$ cat config.mk
export PLATFORM = sky130hd
export DESIGN_NAME = cordic_sched
export DESIGN_NICKNAME = d
export VERILOG_FILES = /design/src/rtl/qam_rx_pkg.sv /design/src/rtl/cordic_sched_arb.sv /design/src/rtl/cordic_sched.sv
export SDC_FILE = /design/constraint.sdc
export NUM_CORES = 1
export LEC_CHECK = 0
export CORE_MARGIN = 1.5
export CORE_UTILIZATION = 44
export DETAILED_ROUTE_END_ITERATION = 10
export HOLD_SLACK_MARGIN = 0.06
export PLACE_DENSITY = 0.95
export SYNTH_ARGS = -nofsm -noshare
export SYNTH_HDL_FRONTEND = slang
export SYNTH_SLANG_ARGS = --single-unit
$ cat constraint.sdc
create_clock -name clk -period 3.1 [get_ports clk]
set_input_delay 0.93 -clock clk [delete_from_list [all_inputs] [get_ports clk]]
set_output_delay 0.93 -clock clk [all_outputs]
set_load 0.01 [all_outputs]
$ cat src/rtl/qam_rx_pkg.sv
// qam_rx_pkg: shared types for the QAM-16 receiver carrier-loop blocks.
// Holds the CORDIC scheduler state encoding, the core mode bit values and
// the two-way grant encoding used by cordic_sched and cordic_sched_arb.
package qam_rx_pkg;

  // Job FSM states of the CORDIC scheduler
  typedef enum logic [2:0] {
    IDLE,
    LOAD,
    RUN,
    CAPT,
    WAIT
  } sched_state_e;

  // core_mode values seen by the CORDIC core
  localparam logic MODE_VEC = 1'b0;
  localparam logic MODE_ROT = 1'b1;

  // Arbiter grant encoding; deliberately matches the mode bit values
  typedef enum logic {
    GRANT_VEC = 1'b0,
    GRANT_ROT = 1'b1
  } grant_e;

  // Core mode for a granted requester
  function automatic logic grant_to_mode(input grant_e g);
    return (g == GRANT_ROT) ? MODE_ROT : MODE_VEC;
  endfunction

  // Requester identity of the job currently held in the core
  function automatic grant_e mode_to_grant(input logic m);
    return (m == MODE_ROT) ? GRANT_ROT : GRANT_VEC;
  endfunction

endpackage

$ cat src/rtl/cordic_sched_arb.sv
// cordic_sched_arb: two-way arbiter between the vectoring (VEC) and
// rotation (ROT) requesters of the shared CORDIC core.
// Default build: round-robin on ties, using the last completed grant.
// With CORDIC_SCHED_ROT_PRIO_EN defined: fixed priority, ROT wins every tie
// and the last-grant history is ignored (VEC may starve).
module cordic_sched_arb
  import qam_rx_pkg::*;
(
  input  logic   clk,
  input  logic   rst_n,
  input  logic   i_vec_req,
  input  logic   i_rot_req,
  input  logic   i_upd,
  input  grant_e i_upd_grant,
  output logic   o_valid,
  output grant_e o_grant
);

  grant_e r_last_grant;

  // Remember which requester completed last; reset favours VEC on the first tie
  always_ff @(posedge clk or negedge rst_n) begin
    if (!rst_n) begin
      r_last_grant <= GRANT_ROT;
    end else if (i_upd) begin
      // NOTE: clocked state uses non-blocking assignments so every register
      // samples pre-edge values regardless of block evaluation order.
      r_last_grant <= i_upd_grant;
    end
  end

  // Pick a winner from the current request levels
  always_comb begin
    // NOTE: every combinational output gets a default first, so no path
    // leaves it unassigned and no latch is inferred.
    o_valid = i_vec_req | i_rot_req;
    o_grant = GRANT_VEC;
`ifdef CORDIC_SCHED_ROT_PRIO_EN
    if (i_rot_req) begin
      o_grant = GRANT_ROT;
    end
`else
    if (i_vec_req && i_rot_req) begin
      o_grant = (r_last_grant == GRANT_ROT) ? GRANT_VEC : GRANT_ROT;
    end else if (i_rot_req) begin
      o_grant = GRANT_ROT;
    end
`endif
  end

endmodule

$ cat src/rtl/cordic_sched.sv
// cordic_sched: time-shares one iterative CORDIC core between the VEC
// (phase-error vectoring) and ROT (symbol derotation) requesters.
// A job is accepted in IDLE, loaded for one cycle, iterated for ITER cycles,
// captured into res_* and signalled with a done pulse; GAP idle cycles
// follow each job. Optional macro CORDIC_SCHED_ROT_PRIO_EN switches the
// arbiter to fixed ROT priority.
module cordic_sched
  import qam_rx_pkg::*;
#(
  parameter int WIDTH = 16,
  parameter int ITER  = 16,
  parameter int GAP   = 1
) (
  input  logic             clk,
  input  logic             rst_n,
  input  logic             flush,
  input  logic             vec_req,
  input  logic [WIDTH-1:0] vec_x,
  input  logic [WIDTH-1:0] vec_y,
  output logic             vec_ack,
  output logic             vec_done,
  input  logic             rot_req,
  input  logic [WIDTH-1:0] rot_x,
  input  logic [WIDTH-1:0] rot_y,
  input  logic [WIDTH-1:0] rot_z,
  output logic             rot_ack,
  output logic             rot_done,
  output logic             core_ld,
  output logic             core_ce,
  output logic             core_mode,
  output logic [WIDTH-1:0] core_x,
  output logic [WIDTH-1:0] core_y,
  output logic [WIDTH-1:0] core_z,
  input  logic [WIDTH-1:0] core_xo,
  input  logic [WIDTH-1:0] core_yo,
  input  logic [WIDTH-1:0] core_zo,
  output logic [WIDTH-1:0] res_x,
  output logic [WIDTH-1:0] res_y,
  output logic [WIDTH-1:0] res_z,
  output logic             busy
);

  localparam int              CNT_W     = $clog2(ITER) + 1;
  localparam logic [CNT_W-1:0] ITER_LAST = CNT_W'(ITER - 1);
  localparam logic [2:0]      GAP_LAST  = 3'((GAP > 0) ? GAP - 1 : 0);

  sched_state_e     r_state;
  sched_state_e     w_next_state;
  logic [CNT_W-1:0] r_cnt;
  logic [2:0]       r_wcnt;

  logic             r_core_mode;
  logic [WIDTH-1:0] r_core_x;
  logic [WIDTH-1:0] r_core_y;
  logic [WIDTH-1:0] r_core_z;
  logic             r_vec_ack;
  logic             r_rot_ack;
  logic             r_vec_done;
  logic             r_rot_done;
  logic [WIDTH-1:0] r_res_x;
  logic [WIDTH-1:0] r_res_y;
  logic [WIDTH-1:0] r_res_z;

  logic             w_arb_valid;
  grant_e           w_arb_grant;
  logic             w_accept;
  logic             w_capture;
  logic             w_core_ld;
  logic             w_core_ce;
  logic             w_busy;

  assign w_accept  = (r_state == IDLE) && w_arb_valid && !flush;
  assign w_capture = (r_state == CAPT) && !flush;

  cordic_sched_arb u_arb (
    .clk         (clk),
    .rst_n       (rst_n),
    .i_vec_req   (vec_req),
    .i_rot_req   (rot_req),
    .i_upd       (w_capture),
    .i_upd_grant (mode_to_grant(r_core_mode)),
    .o_valid     (w_arb_valid),
    .o_grant     (w_arb_grant)
  );

  // State register
  always_ff @(posedge clk or negedge rst_n) begin
    if (!rst_n) begin
      r_state <= IDLE;
    end else begin
      r_state <= w_next_state;
    end
  end

  // Next-state logic; flush overrides every transition
  always_comb begin
    w_next_state = r_state;
    if (flush) begin
      w_next_state = IDLE;
    end else begin
      case (r_state)
        IDLE:    if (w_arb_valid) w_next_state = LOAD;
        LOAD:    w_next_state = RUN;
        RUN:     if (r_cnt == ITER_LAST) w_next_state = CAPT;
        CAPT:    w_next_state = (GAP == 0) ? IDLE : WAIT;
        WAIT:    if (r_wcnt == GAP_LAST) w_next_state = IDLE;
        default: w_next_state = IDLE;
      endcase
    end
  end

  // Core strobes and busy, decoded from state; flush kills the strobes at once
  always_comb begin
    w_core_ld = (r_state == LOAD) && !flush;
    w_core_ce = (r_state == RUN) && !flush;
    w_busy    = (r_state != IDLE);
  end

  // Iteration counter (RUN) and gap counter (WAIT); both idle at zero
  always_ff @(posedge clk or negedge rst_n) begin
    if (!rst_n) begin
      r_cnt  <= '0;
      r_wcnt <= '0;
    end else begin
      r_cnt  <= (r_state == RUN && !flush) ? r_cnt + 1'b1 : '0;
      r_wcnt <= (r_state == WAIT && !flush) ? r_wcnt + 1'b1 : '0;
    end
  end

  // Operand capture and acknowledge on the accept edge
  always_ff @(posedge clk or negedge rst_n) begin
    if (!rst_n) begin
      // NOTE: the datapath registers are reset as well, because every output
      // must read zero while rst_n is low, not just the control state.
      r_core_mode <= MODE_VEC;
      r_core_x    <= '0;
      r_core_y    <= '0;
      r_core_z    <= '0;
      r_vec_ack   <= 1'b0;
      r_rot_ack   <= 1'b0;
    end else begin
      r_vec_ack <= w_accept && (w_arb_grant == GRANT_VEC);
      r_rot_ack <= w_accept && (w_arb_grant == GRANT_ROT);
      if (w_accept) begin
        r_core_mode <= grant_to_mode(w_arb_grant);
        if (w_arb_grant == GRANT_VEC) begin
          r_core_x <= vec_x;
          r_core_y <= vec_y;
          r_core_z <= '0;
        end else begin
          r_core_x <= rot_x;
          r_core_y <= rot_y;
          r_core_z <= rot_z;
        end
      end
    end
  end

  // Result capture and done pulse, aligned so done rises with valid res_*
  always_ff @(posedge clk or negedge rst_n) begin
    if (!rst_n) begin
      r_res_x    <= '0;
      r_res_y    <= '0;
      r_res_z    <= '0;
      r_vec_done <= 1'b0;
      r_rot_done <= 1'b0;
    end else begin
      r_vec_done <= w_capture && (r_core_mode == MODE_VEC);
      r_rot_done <= w_capture && (r_core_mode == MODE_ROT);
      if (w_capture) begin
        r_res_x <= core_xo;
        r_res_y <= core_yo;
        r_res_z <= core_zo;
      end
    end
  end

  assign vec_ack   = r_vec_ack;
  assign rot_ack   = r_rot_ack;
  assign vec_done  = r_vec_done;
  assign rot_done  = r_rot_done;
  assign core_ld   = w_core_ld;
  assign core_ce   = w_core_ce;
  assign core_mode = r_core_mode;
  assign core_x    = r_core_x;
  assign core_y    = r_core_y;
  assign core_z    = r_core_z;
  assign res_x     = r_res_x;
  assign res_y     = r_res_y;
  assign res_z     = r_res_z;
  assign busy      = w_busy;

endmodule
---- Word level (Yosys, flattened, before mapping) ----
Cells that the tools add are included.
Widths: inputs -> output; s select.
cells by class
  $lt $le $gt $ge ......................... 0
  shifts and indexed selects .............. 0
  equality and inequality tests ........... 8
  bitwise operators ....................... 3
  reductions and logical operators ........ 16
  mux-type cells .......................... 15
  $add $sub $neg .......................... 2
  div/mod/pow operators ................... 0
  $mul .................................... 0
operator list
  cell                 count
  $mux 16              3
  $mux 3               5
  $pmux 3 s5           1
  $logic_and 1x1->1    11
  $ne 3x3->1 const B   3
  $eq 3x2->1 const B   2
  $logic_not 3->1      2
  $add 5x1->5 const B  1
  $eq 5x4->1 const B   1
  $mux 1               5
  $mux 5               1
  $add 3x1->3 const B  1
  $eq 3x1->1 const B   1
  $eq 3x3->1 const B   1
  $reduce_and 3->1     1
  $reduce_bool 3->1    1
  $not 1->1            2
  $logic_not 1->1      1
  $or 1x1->1           1
storage, ports and cells
  input bits .............................. 133
  memories kept ........................... 0
  logic and storage cells ................. 59
  output and inout bits ................... 104
  bits in writable memories ............... 0
  bits in read-only memories .............. 0
  flip-flop bits (word level) ............. 113
  bits in latches ......................... 0

---- Logic depth before layout (Yosys ltp) ----
  depth after elaboration ................. 4
  gate-level depth with buffers ........... 6
  mapped depth without buffers ............ 5

---- Modules after synthesis ----
A second synthesis with hierarchy kept.
second synthesis, totals
  cells, all modules ...................... 337
  area, all modules ....................... 4972.3 µm²
modules (own cells, without submodules)
  module            cells an instance  times used  area an instance (µm²)  seq. area each (µm²)
  cordic_sched      333                1           4917.2                  2802.7
  cordic_sched_arb  4                  1           55.1                    26.3

---- Worst setup path before layout ----
No wires, ideal clock.
  path kind ............................... input to output
  start point ............................. in flush
  end point ............................... out core_ce
  data arrival time ....................... 1781 ps
  path slack .............................. 389 ps
  data required time ...................... 2170 ps
  stages on the path ...................... 2
  buffers on the path ..................... 0
  cell sequence ........................... or4b_2 > inv_1
between the ends
  cells in the longest elaborated chain, start to end .. 2
ends and longest elaborated chain
  element            line                 RTL
  start, declared    cordic_sched.sv:16   input logic flush,
  $logic_not 1->1    cordic_sched.sv:115  w_core_ce = (r_state == RUN) && !flush;
  $logic_and 1x1->1  cordic_sched.sv:115
  end, declared      cordic_sched.sv:29   output logic core_ce,
No other way between the ends.

---- Final worst setup path ----
Ends and elaborated chain as after synthesis.

==> qor.csv <==
metric;value;unit
status;completed;
pre_cts_ws;-0.5418;ns
clkTransAtPathRegs;0.06;ns
hold_class;primary input to async pin;
syn_inst;350;
maxCapViolCount;0;
reg2reg_depth;3;
routed_wl;13740;um
cts_setup_buffers;0;
row_count;37;
worstPathCellList;clkdlybuf4s50_1 > or4b_4 > inv_2 > buf_2;
rrSetupSlack;1.29;ns
n_antenna_cell;0;
critPathCaptureType;output port;
grt_pass1_wl;21510;um
relSlewSlack;0.6293;
synth_warnings;0;
skew;0.008008;ns
globalplace.congestion;0.7621;
route.detailed.drc;0;
ys_types;33;
utilization;0.7496;
cp_num_buf_inv;3;
grt_pass1_vias;4111;
drive_above_1_share;0.2204;
synthToLayoutAreaGrowth;64.17;%
combPwrFrac;0.376;
yosysSeqAreaShare;0.5948;
die_w;107.0;um
seq_power_share;0.354;
port-buffer-count;236;
syn-mean-instance-area;13.59;um^2
rsz0062_at_grt;no;
cts.sinks;113;
grtUsageTotal;0.2492;
dpl.hpwl;9487;um
synthFlopType;dfrtp_1;
tns;0;ns
sw_frac_of_total;0.2946;
antenna_found_initial;0;
cp_max_fo;2;
core_area;10420;um^2
critical_path_class;primary input to output port;
worstReg2RegStart;r_state[2];
drt_iter0_markers;260;
max_freq;0.3274;GHz
cp-start-kind;primary input;
post-synth-top-count-cell;dfrtp_1;
fin_ws;0.04552;ns
vias;3886;
worstMarginPinSlew;0.5560;ns
setup_viol;0;
synth.top_cell.area_share;0.5893;
clockRootBuffer;clkbuf_8;
yosysTopAreaCell;dfrtp_1;
async_reset_ff_frac;1.000;
cp.arrival;2.12;ns
synthTopCellsByArea;dfrtp_1 59%, mux2_2 12%, a221o_1 6.7%;
power.density;868.8;nW/um^2
syn-num-nets;487;
synth_common_cells;112 x dfrtp_1, 49 x mux2_2, 33 x nand2_1, 32 x a221o_1, 29 x nor3_2;
slew_viol_final;0;
p_sw;0.001998;W
cts_max_level;4;
endpoint;core_ce;
period_needed;3.054;ns
ys_ff_latch;113;
grt_max_degree;57;
die_area;11440;um^2
wl_per_cell;18.69;um
max-vdd-ir-drop;0.0004632;V
nets;724;
p_leak;3.315;nW
clkPwrFrac;0.270;
crit_path_start;flush;
critPathSlowestCell;or4b_4;
critical_path.top_delay_family;buffers and inverters;
critPathRequiredTime;2.17;ns
r2r_end;core_x[6];
cp_num_cells;4;
clock_latency;0.52;ns
dieHeight;107.0;um
dr.pass1.iters;4;
hold_viol;0;
cts_tree;yes;
ios;237;
cts_hold_repair.buffers;0;
via_per_inst;5.287;
critPathMaxStageDelay;0.57;ns
min_period_over_period;0.9853;
grt-ovfl-total;0;
start_util;0.4566;
p_int;0.004785;W
postRouteAntennaNets;0;
synth_edf_count;0;
synth_area;4756;um^2
cts_buffers;17;
power;0.006783;W
cts.path.max_buffers;2;
cells by family (layout without fill, tap and decap cells):
logic type / after synthesis / count (layout) / synth area share
AOI/OAI and AO/OA: 51 / 51 / 0.1010
xor gates and xnor gates: 4 / 4 / 0.007368
adders and majority gates: 4 / 4 / 0.01052
buffers and inverters: 36 / 285 / 0.04393
DFF: 113 / 113 / 0.5948
muxes: 49 / 49 / 0.1160
and+or+nand+nor: 93 / 93 / 0.1263
worst reg2reg max path, cell delays in order, from the launching register on:
cell and delay, ns:
dfrtp_1 0.46, or4_4 0.82, nor3_2 0.32, a221o_1 0.15
final cells by class:
type / instances / area [um^2]
flip-flops and latches: 113 / 2829
fillers: 644 / 2609
repair buffers: 249 / 2497
multi-input cells: 201 / 1742
clock buffers: 20 / 435.4
well taps: 136 / 170.2
clock inverters: 11 / 115.1
inverters: 5 / 18.77
routing by layer:
metal	up-vias	GRT usage	wire, um	part of all wire
met1	1902	0.2791	5139	0.37
met5	-	0	0	0
li1	1754	-	-	-
met3	31	0.08085	1044	0.076
met2	199	0.4313	7205	0.52
met4	0	0.1133	346	0.025
placed cells by master, fill, tap and decap left out, types with 2 or more instances in the layout:
| master | instances |
|---|---|
| nor4b_1 | 2 |
| xnor2_1 | 3 |
| clkdlybuf4s50_1 | 233 |
| bufinv_16 | 2 |
| buf_12 | 4 |
| a221o_1 | 32 |
| clkbuf_1 | 2 |
| buf_4 | 10 |
| a22o_1 | 16 |
| nor2_1 | 8 |
| ha_1 | 4 |
| nor3_2 | 29 |
| clkinvlp_4 | 4 |
| and3_2 | 2 |
| clkbuf_16 | 16 |
| dfrtp_1 | 112 |
| clkinv_2 | 5 |
| inv_1 | 4 |
| nor3_1 | 5 |
| nor2b_1 | 3 |
| nand2_1 | 33 |
| and2_1 | 2 |
| mux2_2 | 49 |
| clkbuf_8 | 2 |
sequential cells by signal, indices dropped and copies added (netlist names):
| name | count |
|---|---|
| core_x | 16 |
| core_y | 16 |
| core_z | 16 |
| res_x | 16 |
| res_y | 16 |
| res_z | 16 |
| r_cnt | 5 |
| r_state | 3 |
| r_wcnt | 3 |
| core_mode | 1 |
| rot_ack | 1 |
| rot_done | 1 |
| u_arb.r_last_grant | 1 |
| vec_ack | 1 |
| vec_done | 1 |
power groups by stage:
stage / clock network (W) / logic (W) / registers, W
6_report: 0.00183 / 0.00255 / 0.00240
3_3_place_gp: 0 / 0.00249 / 0.00237
4_1_cts: 0.00185 / 0.00258 / 0.00240
5_1_grt: 0.00193 / 0.00270 / 0.00247
2_1_floorplan: 0 / 0.000780 / 0.00262
3_5_place_dp: 0 / 0.00257 / 0.00241
what timing repair did:
| action | 4_1_cts | 5_1_grt |
|---|---|---|
| endpoints found under the setup margin | 2 | 2 |
| pin swaps | 0 | 0 |
| gates resized for setup | 6 | 4 |
worst min path at each step:
stage | start | to | slack, ns | depth (start not counted)
after floorplan | r_wcnt[0] | r_wcnt[0] | 0.43 | 1
after global placement | r_cnt[0] | r_cnt[0] | 0.44 | 1
after detailed placement | r_cnt[0] | r_cnt[0] | 0.45 | 1
after CTS | rst_n | res_y[10] | 0.39 | 1
after global routing | rst_n | core_x[0] | 0.42 | 1
final | rst_n | res_y[10] | 0.38 | 1
per-stage QoR:
stage,hold slack [ns],cell area (um^2),instances
global route,0.4188,7807,735
finish,0.3808,7807,735
detailed placement,0.4509,7263,704
CTS,0.3893,7811,735
floorplan,0.4297,4756,350
global placement,0.4400,7263,704
No activity file was read; power rests on OpenSTA's default activity.
